<file path="src/rtl/uart_cmd_rx.sv">
// uart_cmd_rx: 8N1 UART receiver plus a 4-byte command-frame parser.
// Frames are SYNC, OP, A, B. A good frame updates the registered a/b/opcode
// outputs and pulses cmd_valid for one cycle. A bad stop bit, an OP byte
// with any of bits [7:3] set, or an inter-byte timeout pulses frame_err.
// In each of those cases a/b/opcode keep their previous values.
module uart_cmd_rx #(
  parameter int unsigned CLKS_PER_BIT = 104,
  parameter int unsigned TIMEOUT_CLKS = 20000,
  parameter logic [7:0]  SYNC_BYTE    = 8'hA5
) (
  input  logic       clock,
  input  logic       reset,
  input  logic       rx,
  output logic [7:0] a,
  output logic [7:0] b,
  output logic [2:0] opcode,
  output logic       cmd_valid,
  output logic       frame_err,
  output logic       rx_active
);

  localparam int unsigned CNT_W = $clog2(CLKS_PER_BIT + 1);
  localparam int unsigned TMO_W = $clog2(TIMEOUT_CLKS + 1);
  localparam logic [CNT_W-1:0] HALF_LAST = CNT_W'(CLKS_PER_BIT / 2 - 1);
  localparam logic [CNT_W-1:0] BIT_LAST  = CNT_W'(CLKS_PER_BIT - 1);
  localparam logic [TMO_W-1:0] TMO_LAST  = TMO_W'(TIMEOUT_CLKS - 1);

  typedef enum logic [1:0] {
    B_IDLE  = 2'd0,
    B_START = 2'd1,
    B_DATA  = 2'd2,
    B_STOP  = 2'd3
  } bit_state_e;

  typedef enum logic [1:0] {
    P_SYNC = 2'd0,
    P_OP   = 2'd1,
    P_A    = 2'd2,
    P_B    = 2'd3
  } parse_state_e;

  // Synchroniser and edge-detect history.
  logic rx_meta_q, rx_sync_q, rx_prev_q;

  // Bit-level receiver state.
  bit_state_e       b_state_q, b_state_d;
  logic [CNT_W-1:0] clk_cnt_q, clk_cnt_d;
  logic [2:0]       bit_cnt_q, bit_cnt_d;
  logic [7:0]       shift_q, shift_d;

  // Frame parser state.
  parse_state_e     p_state_q, p_state_d;
  logic [2:0]       op_tmp_q, op_tmp_d;
  logic [7:0]       a_tmp_q, a_tmp_d;
  logic [TMO_W-1:0] tmo_cnt_q, tmo_cnt_d;

  // Registered outputs.
  logic [7:0] a_q, a_d;
  logic [7:0] b_q, b_d;
  logic [2:0] opcode_q, opcode_d;
  logic       cmd_valid_q, cmd_valid_d;
  logic       frame_err_q, frame_err_d;
  logic       rx_active_q, rx_active_d;

  // Events between the two FSMs.
  logic start_edge_s;
  logic byte_strobe_s;
  logic stop_err_s;
  logic timeout_s;

  assign a         = a_q;
  assign b         = b_q;
  assign opcode    = opcode_q;
  assign cmd_valid = cmd_valid_q;
  assign frame_err = frame_err_q;
  assign rx_active = rx_active_q;

  // A start edge only counts while the bit FSM is waiting for a new byte.
  assign start_edge_s = (b_state_q == B_IDLE) && rx_prev_q && !rx_sync_q;

  // Two-flop synchroniser on rx plus one flop of history for edge detection; idle is high.
  always_ff @(posedge clock or posedge reset) begin
    if (reset) begin
      rx_meta_q <= 1'b1;
      rx_sync_q <= 1'b1;
      rx_prev_q <= 1'b1;
    end else begin
      rx_meta_q <= rx;
      rx_sync_q <= rx_meta_q;
      rx_prev_q <= rx_sync_q;
    end
  end

  // Bit FSM state register with its bit-timing counter and shift register.
  always_ff @(posedge clock or posedge reset) begin
    if (reset) begin
      b_state_q <= B_IDLE;
      clk_cnt_q <= '0;
      bit_cnt_q <= 3'd0;
      shift_q   <= 8'h00;
    end else begin
      b_state_q <= b_state_d;
      clk_cnt_q <= clk_cnt_d;
      bit_cnt_q <= bit_cnt_d;
      shift_q   <= shift_d;
    end
  end

  // Bit FSM next state: mid-bit sampling, LSB-first shift-in, stop-bit check.
  always_comb begin
    b_state_d     = b_state_q;
    clk_cnt_d     = clk_cnt_q;
    bit_cnt_d     = bit_cnt_q;
    shift_d       = shift_q;
    byte_strobe_s = 1'b0;
    stop_err_s    = 1'b0;
    case (b_state_q)
      B_IDLE: begin
        clk_cnt_d = '0;
        bit_cnt_d = 3'd0;
        if (start_edge_s) begin
          b_state_d = B_START;
        end else begin
          b_state_d = B_IDLE;
        end
      end
      B_START: begin
        if (clk_cnt_q == HALF_LAST) begin
          clk_cnt_d = '0;
          if (rx_sync_q) begin
            // The line went high again before mid-start: a glitch, not a byte.
            b_state_d = B_IDLE;
          end else begin
            b_state_d = B_DATA;
          end
        end else begin
          clk_cnt_d = clk_cnt_q + CNT_W'(1);
        end
      end
      B_DATA: begin
        if (clk_cnt_q == BIT_LAST) begin
          clk_cnt_d = '0;
          shift_d   = {rx_sync_q, shift_q[7:1]};
          if (bit_cnt_q == 3'd7) begin
            b_state_d = B_STOP;
          end else begin
            bit_cnt_d = bit_cnt_q + 3'd1;
          end
        end else begin
          clk_cnt_d = clk_cnt_q + CNT_W'(1);
        end
      end
      B_STOP: begin
        if (clk_cnt_q == BIT_LAST) begin
          clk_cnt_d = '0;
          b_state_d = B_IDLE;
          if (rx_sync_q) begin
            byte_strobe_s = 1'b1;
          end else begin
            stop_err_s = 1'b1;
          end
        end else begin
          clk_cnt_d = clk_cnt_q + CNT_W'(1);
        end
      end
      default: begin
        b_state_d = B_IDLE;
        clk_cnt_d = '0;
        bit_cnt_d = 3'd0;
      end
    endcase
  end

  // Inter-byte timeout counter. It runs only while a frame is open and the line is idle.
  // A start edge clears it, so a start edge beats a timeout in the same cycle.
  always_comb begin
    tmo_cnt_d = tmo_cnt_q;
    timeout_s = 1'b0;
    if ((p_state_q == P_SYNC) || start_edge_s) begin
      tmo_cnt_d = '0;
    end else if (b_state_q == B_IDLE) begin
      if (tmo_cnt_q == TMO_LAST) begin
        timeout_s = 1'b1;
        tmo_cnt_d = '0;
      end else begin
        tmo_cnt_d = tmo_cnt_q + TMO_W'(1);
      end
    end else begin
      tmo_cnt_d = tmo_cnt_q;
    end
  end

  // Parser next state and output updates.
  // Errors take priority and can never coincide with a byte strobe.
  always_comb begin
    p_state_d   = p_state_q;
    op_tmp_d    = op_tmp_q;
    a_tmp_d     = a_tmp_q;
    a_d         = a_q;
    b_d         = b_q;
    opcode_d    = opcode_q;
    cmd_valid_d = 1'b0;
    frame_err_d = 1'b0;
    if (stop_err_s || timeout_s) begin
      frame_err_d = 1'b1;
      p_state_d   = P_SYNC;
    end else if (byte_strobe_s) begin
      case (p_state_q)
        P_SYNC: begin
          if (shift_q == SYNC_BYTE) begin
            p_state_d = P_OP;
          end else begin
            p_state_d = P_SYNC;
          end
        end
        P_OP: begin
          if (shift_q[7:3] != 5'd0) begin
            frame_err_d = 1'b1;
            p_state_d   = P_SYNC;
          end else begin
            op_tmp_d  = shift_q[2:0];
            p_state_d = P_A;
          end
        end
        P_A: begin
          a_tmp_d   = shift_q;
          p_state_d = P_B;
        end
        P_B: begin
          a_d         = a_tmp_q;
          b_d         = shift_q;
          opcode_d    = op_tmp_q;
          cmd_valid_d = 1'b1;
          p_state_d   = P_SYNC;
        end
        default: begin
          p_state_d = P_SYNC;
        end
      endcase
    end else begin
      p_state_d = p_state_q;
    end
    rx_active_d = (p_state_d != P_SYNC);
  end

  // Parser state, timeout counter, frame staging and registered outputs.
  always_ff @(posedge clock or posedge reset) begin
    if (reset) begin
      p_state_q   <= P_SYNC;
      op_tmp_q    <= 3'd0;
      a_tmp_q     <= 8'h00;
      tmo_cnt_q   <= '0;
      a_q         <= 8'h00;
      b_q         <= 8'h00;
      opcode_q    <= 3'd0;
      cmd_valid_q <= 1'b0;
      frame_err_q <= 1'b0;
      rx_active_q <= 1'b0;
    end else begin
      p_state_q   <= p_state_d;
      op_tmp_q    <= op_tmp_d;
      a_tmp_q     <= a_tmp_d;
      tmo_cnt_q   <= tmo_cnt_d;
      a_q         <= a_d;
      b_q         <= b_d;
      opcode_q    <= opcode_d;
      cmd_valid_q <= cmd_valid_d;
      frame_err_q <= frame_err_d;
      rx_active_q <= rx_active_d;
    end
  end

endmodule

</file>
<file path="config.mk">
export PLATFORM = sky130hd
export DESIGN_NAME = uart_cmd_rx
export DESIGN_NICKNAME = d
export VERILOG_FILES = /design/src/rtl/uart_cmd_rx.sv
export SDC_FILE = /design/constraint.sdc
export NUM_CORES = 1
export LEC_CHECK = 0
export CAP_MARGIN = 20
export CELL_PAD_IN_SITES_DETAIL_PLACEMENT = 1
export CELL_PAD_IN_SITES_GLOBAL_PLACEMENT = 1
export CORE_ASPECT_RATIO = 1.25
export CORE_MARGIN = 1
export CORE_UTILIZATION = 35
export DETAILED_ROUTE_END_ITERATION = 12
export GPL_TIMING_DRIVEN = 0
export PLACE_DENSITY_LB_ADDON = 0.1
export SKIP_CTS_REPAIR_TIMING = 1
export SLEW_MARGIN = 40
export SYNTH_ARGS = -nofsm -noshare
export SYNTH_HDL_FRONTEND = slang
export SYNTH_SLANG_ARGS = --single-unit
export TNS_END_PERCENT = 100
</file>
<file path="constraint.sdc">
create_clock -name clock -period 2.3 [get_ports clock]
set_clock_uncertainty 0.2 [all_clocks]
set_input_delay 0.345 -clock clock [delete_from_list [all_inputs] [get_ports clock]]
set_output_delay 0.345 -clock clock [all_outputs]
set_load 0.03 [all_outputs]
</file>
==> flow_summary.json, run 1 <==
{
  "path_class": "reg -> reg",
  "syn_nets": 280,
  "rsz0062_at_grt": "no",
  "postSynthAreaPerCell_sq_um": 12.0,
  "synth_cell_types": 50,
  "crit_arrival_ns": 2.28,
  "initial_core_util": 0.360,
  "grtUsageMet2": 0.276,
  "fin_hold_ws_ns": 0.152,
  "reg2reg_from": "b_state_q[0]",
  "worstPathMaxFanout": 9,
  "dp_cells": 423,
  "finalInstanceArea_sq_mm": 0.00422,
  "die_w_microns": 88.7,
  "power_density_mw_per_mm2": 684,
  "cts-buffers-inserted": 9,
  "cts_root_buffer": "clkbuf_16",
  "final_common_cell": "dfrtp_1",
  "cts_tree": "done",
  "p_leak_nw": 1.79,
  "firstDrtPassIters": 3,
  "p_sw_frac": 0.210,
  "yosysTopAreaCell": "dfrtp_1",
  "yosysSeqAreaShare": 0.557,
  "use_met1": 0.211,
  "setup_violations": 0,
  "grt_pass1_wl_microns": 12300,
  "routed_via_density": 5.22,
  "worstSkewPairLatency_ns": 0.33,
  "worstSetupStartpointType": "register",
  "hold_class": "in -> async",
  "synth_seq_cells": 73,
  "async_flop_share": 1.00,
  "grt_pass1_vias": 2383,
  "port_buffers": 24,
  "dr_total_vias": 2334,
  "die_area_sq_mm": 0.00979,
  "grtUsageTotal": 0.168,
  "met3_usage": 0.0424,
  "final_cell_count_no_fill": 447,
  "top_usage_layer": "met2",
  "grt_max_degree": 26,
  "drtAntennaViolNets": 0,
  "synth-edff-count": 0,
  "finalCritPeriodShare": 0.962,
  "gp_congestion": 0.701,
  "seq_power_share": 0.452,
  "fmax_mhz": 452,
  "cts.htree.levels": 3,
  "finalNetCount": 326,
  "relSlewSlack": 0.608,
  "ys_warn_count": 0,
  "cts_buffer_depth": 2,
  "synth_top_area_frac": 0.533,
  "dieHeight_microns": 110,
  "peakVddDrop_mv": 0.433,
  "drive_gt1_frac": 0.281,
  "antenna_found_initial": 0,
  "io_pins": 25,
  "period_needed_ns": 2.21,
  "row_count": 39,
  "drv_slew": 0,
  "worstMarginPinSlew_ns": 0.586,
  "finalHoldViolations": 0,
  "area_growth_pct": 28.2,
  "reg2reg_depth": 5,
  "clock_sinks": 73,
  "dpl-instance-area_sq_mm": 0.00376,
  "critPathRequiredTime_ns": 2.37,
  "grt.overflow.total": 0,
  "mostFrequentLayoutCells": "dfrtp_1 (68), mux2_2 (40), clkdlybuf4s50_1 (24)",
  "synthTopCellsByArea": "dfrtp_1 (53%), mux2_2 (14%), dfstp_2 (2.4%), nand3_1 (1.8%), o21ai_0 (1.8%)",
  "clk_pin_slew_ns": 0.06,
  "syn_inst": 273,
  "wl_per_cell_microns": 16.6,
  "status": "finished clean",
  "fin_util": 0.462,
  "p_int_mw": 2.28,
  "drc": 0,
  "drtIter0Drc": 75,
  "routed_wl_microns": 7440,
  "power_frac_comb": 0.027,
  "clock_power_share": 0.522,
  "cp-end-kind": "register",
  "antenna_cells": 0,
  "ys.flop_type": "dfrtp_1",
  "dpl.hpwl_microns": 5060,
  "rrSetupSlack_ns": 0.09,
  "r2r-end": "tmo_cnt_q[13]",
  "switchingPower_mw": 0.606,
  "power.total_mw": 2.88,
  "coreArea_sq_mm": 0.00913,
  "maxCapViolations": 0,
  "syn_area_sq_mm": 0.00329
}
-- synthesized netlist by cell type, drive strengths merged (3+ instances only) --
cell / number
dfrtp: 70
mux2: 40
nor2: 16
nand2: 15
nand3: 12
o21ai: 12
a21oi: 10
nand4: 8
inv: 6
xnor2: 6
a31oi: 5
buf: 5
nand3b: 5
nor3: 5
nor4: 5
ha: 4
nor3b: 4
or3: 4
dfstp: 3
or4: 3
-- sequential cells by signal, summed over array words and instances, names as in the netlist, named ones only --
| signal | flops |
|---|---|
| tmo_cnt_q | 15 |
| b | 8 |
| a | 8 |
| rx_sync_q | 1 |
| cmd_valid | 1 |
| op_tmp_q | 3 |
| a_tmp_q | 8 |
| shift_q | 8 |
| frame_err | 1 |
| bit_cnt_q | 3 |
| p_state_q | 2 |
| b_state_q | 1 |
| rx_meta_q | 1 |
| rx_prev_q | 1 |
| opcode | 3 |
| rx_active | 1 |
| clk_cnt_q | 7 |
-- worst max-delay path by stage --
stage	start	to	slack [ns]
5_1_grt	b_state_q[0]	tmo_cnt_q[11]	0.002
4_1_cts	tmo_cnt_q[0]	rx_active	-0.43
3_3_place_gp	clk_cnt_q[0]	b[0]	-0.38
2_1_floorplan	clk_cnt_q[0]	a[6]	0.1
6_report	b_state_q[0]	tmo_cnt_q[13]	0.09
3_5_place_dp	clk_cnt_q[0]	a[7]	-0.42
-- metal layers --
layer  wire (microns)  up-vias
met5                0        -
met3              177       10
met2             3830       22
li1                 -     1110
met1             3300     1192
met4              124        0
-- critical path: stages, from the launching register on --
cell and delay, ns:
dfrtp_2 0.45, o22a_4 0.29, or3_1 0.35, buf_2 0.19
or4_4 0.52, a21oi_2 0.14
-- through the flow --
stage               worst slack (ns)  TNS, ns
floorplan                      0.100        0
CTS                           -0.431   -11.71
finish                        0.0877        0
global placement              -0.376   -10.95
detailed placement            -0.417   -11.45
global route                 0.00242        0
-- logic make-up after synthesis --
kind of cell               count (synthesis)  share of synthesized area
adders and majority gates                  4                     0.0152
muxes                                     41                      0.140
buffers and inverters                     13                     0.0202
AOI/OAI and AO/OA                         43                     0.0860
and+or+nand+nor                           91                      0.161
DFF                                       73                      0.557
xor gates and xnor gates                   8                     0.0213
-- cell type report --
class                           count  area (sq um)
Clock buffer                       10           229
Timing Repair Buffer               35           388
Clock inverter                      6          91.3
Fill cell                         973          4910
Multi-Input combinational cell    187          1450
Buffer                              7          43.8
Tap cell                          123           154
Sequential cell                    73          1830
Inverter                            6          26.3
-- power by group through the flow --
| stage | Clock (mW) | Combinational (mW) | Sequential [mW] |
|---|---|---|---|
| 5_1_grt | 1.59 | 0.0874 | 1.30 |
| 4_1_cts | 1.54 | 0.0789 | 1.30 |
| 3_3_place_gp | 0 | 0.0620 | 1.32 |
| 3_5_place_dp | 0 | 0.0784 | 1.32 |
| 2_1_floorplan | 0 | 0.0418 | 1.32 |
| 6_report | 1.50 | 0.0764 | 1.30 |
(Power assumes the default switching activity.)
==> run 2: changes to the inputs <==
--- a/config.mk
+++ b/config.mk
@@ -5,6 +5,7 @@
 export SDC_FILE = /design/constraint.sdc
 export NUM_CORES = 1
 export LEC_CHECK = 0
+export ABC_AREA = 1
 export CAP_MARGIN = 20
 export CELL_PAD_IN_SITES_DETAIL_PLACEMENT = 1
 export CELL_PAD_IN_SITES_GLOBAL_PLACEMENT = 1
==> run 2 against run 1 <==
Compared with the run above: global-route usage rose by 0.79 points; final area is 0.71% higher; maximum frequency grew 9.1%; via count grew 21%; register-to-register slack improved by 0.18 ns; critical endpoint is now shift_q[0]; synthesized cell count grew 56%; hold slack improved by 0.0052 ns; cell count grew 33%; sequential power rose by 8%; critical path depth up 4.
==> flow_summary.json, run 2 <==
{
  "status": "finished clean",
  "grt_pass1_vias": 2976,
  "drive_gt1_frac": 0.113,
  "cts_tree": "done",
  "ys_top_cells_by_count": "nand2_1 (96), dfrtp_1 (70), inv_1 (63)",
  "antenna_cells": 0,
  "setup_violations": 0,
  "synthTopCellsByArea": "dfrtp_1 (50%), nand2_1 (10%), inv_1 (6.8%), nor2_1 (6.3%), o21ai_0 (3.7%)",
  "nFillCells": 1170,
  "regMostFlops": "tmo_cnt_q",
  "gp_congestion": 0.786,
  "hold_class": "reg -> reg",
  "yosysMostFrequentCell": "nand2_1",
  "reg2reg_from": "clk_cnt_q[0]",
  "grtUsageTotal": 0.176,
  "mostFrequentLayoutCells": "nand2_1 (96), dfrtp_1 (70), inv_1 (62)",
  "yosysTopAreaCell": "dfrtp_1",
  "port_buffers": 24,
  "dpl.hpwl_microns": 6070,
  "die_w_microns": 91.2,
  "grt_pass1_wl_microns": 14300,
  "wl_per_cell_microns": 13.5,
  "drtIter0Drc": 74,
  "worstSkewPairLatency_ns": 0.33,
  "finalCritPeriodShare": 0.882,
  "cp-end-kind": "register",
  "cts_buffer_depth": 2,
  "dr_total_vias": 2817,
  "cts_root_buffer": "clkbuf_16",
  "coreArea_sq_mm": 0.00966,
  "max_stage_delay_ns": 0.37,
  "worstMarginPinSlew_ns": 0.568,
  "maxCapViolations": 0,
  "crit_arrival_ns": 2.04,
  "path_delay_family": "simple AND/OR/NAND/NOR gates",
  "power.total_mw": 3.15,
  "p_leak_nw": 2.00,
  "firstDrtPassIters": 4,
  "async_flop_share": 1.00,
  "crit_buf_inv": 2,
  "initial_core_util": 0.360,
  "ys_warn_count": 0,
  "syn_nets": 432,
  "rsz0062_at_grt": "no",
  "grt_max_degree": 25,
  "syn_inst": 425,
  "ys.flop_type": "dfrtp_1",
  "finalHoldViolations": 0,
  "clock_sinks": 73,
  "drv_slew": 0,
  "cts-buffers-inserted": 9,
  "postSynthAreaPerCell_sq_um": 8.19,
  "finalNetCount": 470,
  "synth_top_area_frac": 0.503,
  "critPathRequiredTime_ns": 2.31,
  "path_class": "reg -> reg",
  "area_growth_pct": 22.0,
  "cp_cell_sequence": "ha_1 -> nand2_2 -> nor2_4 -> nand2_1 -> inv_2 -> nand2_2 -> buf_2 -> nand2_1 -> o21ai_1",
  "final_common_cell": "nand2_1",
  "drc": 0,
  "die_area_sq_mm": 0.0104,
  "io_pins": 25,
  "grt.overflow.total": 0,
  "cts.htree.levels": 3,
  "fmax_mhz": 493,
  "relSlewSlack": 0.619,
  "routed_via_density": 4.74,
  "power_density_mw_per_mm2": 741,
  "synth_seq_cells": 73,
  "antenna_found_initial": 0,
  "routed_wl_microns": 8030,
  "fin_util": 0.440,
  "syn_area_sq_mm": 0.00348,
  "peakVddDrop_mv": 0.426,
  "period_needed_ns": 2.03,
  "synth-edff-count": 0,
  "synth_cell_types": 30,
  "largest_reg_flops": 15,
  "dieHeight_microns": 113,
  "worstSetupStartpointType": "register",
  "yosysSeqAreaShare": 0.526,
  "worstPathMaxFanout": 10,
  "drtAntennaViolNets": 0,
  "clk_pin_slew_ns": 0.06,
  "hp-start": "rx_meta_q",
  "row_count": 40,
  "slowest_stage": "dfrtp_1",
  "fin_hold_ws_ns": 0.157,
  "startpoint": "clk_cnt_q[0]"
}
run 2: cell count changes after synthesis, sizes merged, moves of 5 or more:
cell,previous run,this run
nand2,15,99
nor2,16,64
xnor2,6,1
inv,6,65
o21ai,12,46
nand3,12,25
mux2,40,0
nor3,5,12
run 2: stage by stage:
step | TNS [ns] | instances | cell area [sq um] | worst slack (ns)
floorplan | 0 | 425 | 3480 | 0.560
global placement | -0.427 | 575 | 3880 | -0.0108
detailed placement | 0 | 578 | 3960 | 0.249
CTS | 0 | 594 | 4250 | 0.231
global route | 0 | 594 | 4250 | 0.0247
finish | 0 | 594 | 4250 | 0.273
run 2: worst register-to-register path, delay by kind of cell, from the launching register on:
kind,cells,cell delay [ns]
AOI/OAI and AO/OA,1,0.06
adders and majority gates,1,0.21
and+or+nand+nor,5,0.69
DFF,1,0.37
buffers and inverters,2,0.38
run 2: worst paths after layout:
path                       depth (start not counted)         end  slack (ns)
max in group asynchronous                          4        b[2]        1.11
min reg2reg                                        0   rx_sync_q        0.16
min                                                0   rx_sync_q        0.16
min in group asynchronous                          2        b[5]        0.17
max                                                9  shift_q[0]        0.27
max reg2reg                                        9  shift_q[0]        0.27
run 2: power breakdown:
part           internal [mW]  total [mW]  switching (mW)  leakage [nW]
clock                  0.834        1.36           0.527         0.146
combinational          0.121       0.388           0.267         0.852
sequential              1.34        1.40          0.0531         0.998
total                   2.30        3.15           0.847          2.00
run 2: per-layer routing:
layer	vias up	global-route usage	routed length, microns
met3	7	0.0340	148
met1	1363	0.205	3500
met5	-	0	0
met4	0	0.0540	92
li1	1422	-	-
met2	25	0.325	4300
run 2: cell type report:
| type | instances | area (sq um) | share of cell area |
|---|---|---|---|
| sequential | 73 | 1830 | 0.431 |
| inverter | 65 | 248 | 0.0584 |
| tap | 126 | 158 | 0.0371 |
| buffer | 8 | 57.6 | 0.0136 |
| multi-input combinational | 279 | 1350 | 0.318 |
| clock inverter | 6 | 58.8 | 0.0139 |
| timing repair buffer | 27 | 315 | 0.0743 |
| clock buffer | 10 | 229 | 0.0539 |
run 2: cells by family (layout without fill, tap and decap cells):
kind of cell | Yosys count | in the layout | synth area share
AND/OR/NAND/NOR | 215 | 215 | 0.270
flip-flops | 73 | 73 | 0.526
buffers and inverters | 73 | 116 | 0.0866
AO/OA/AOI/OAI | 57 | 57 | 0.0953
adder cells (fa/ha/maj) | 4 | 4 | 0.0144
XOR/XNOR | 3 | 3 | 0.00755
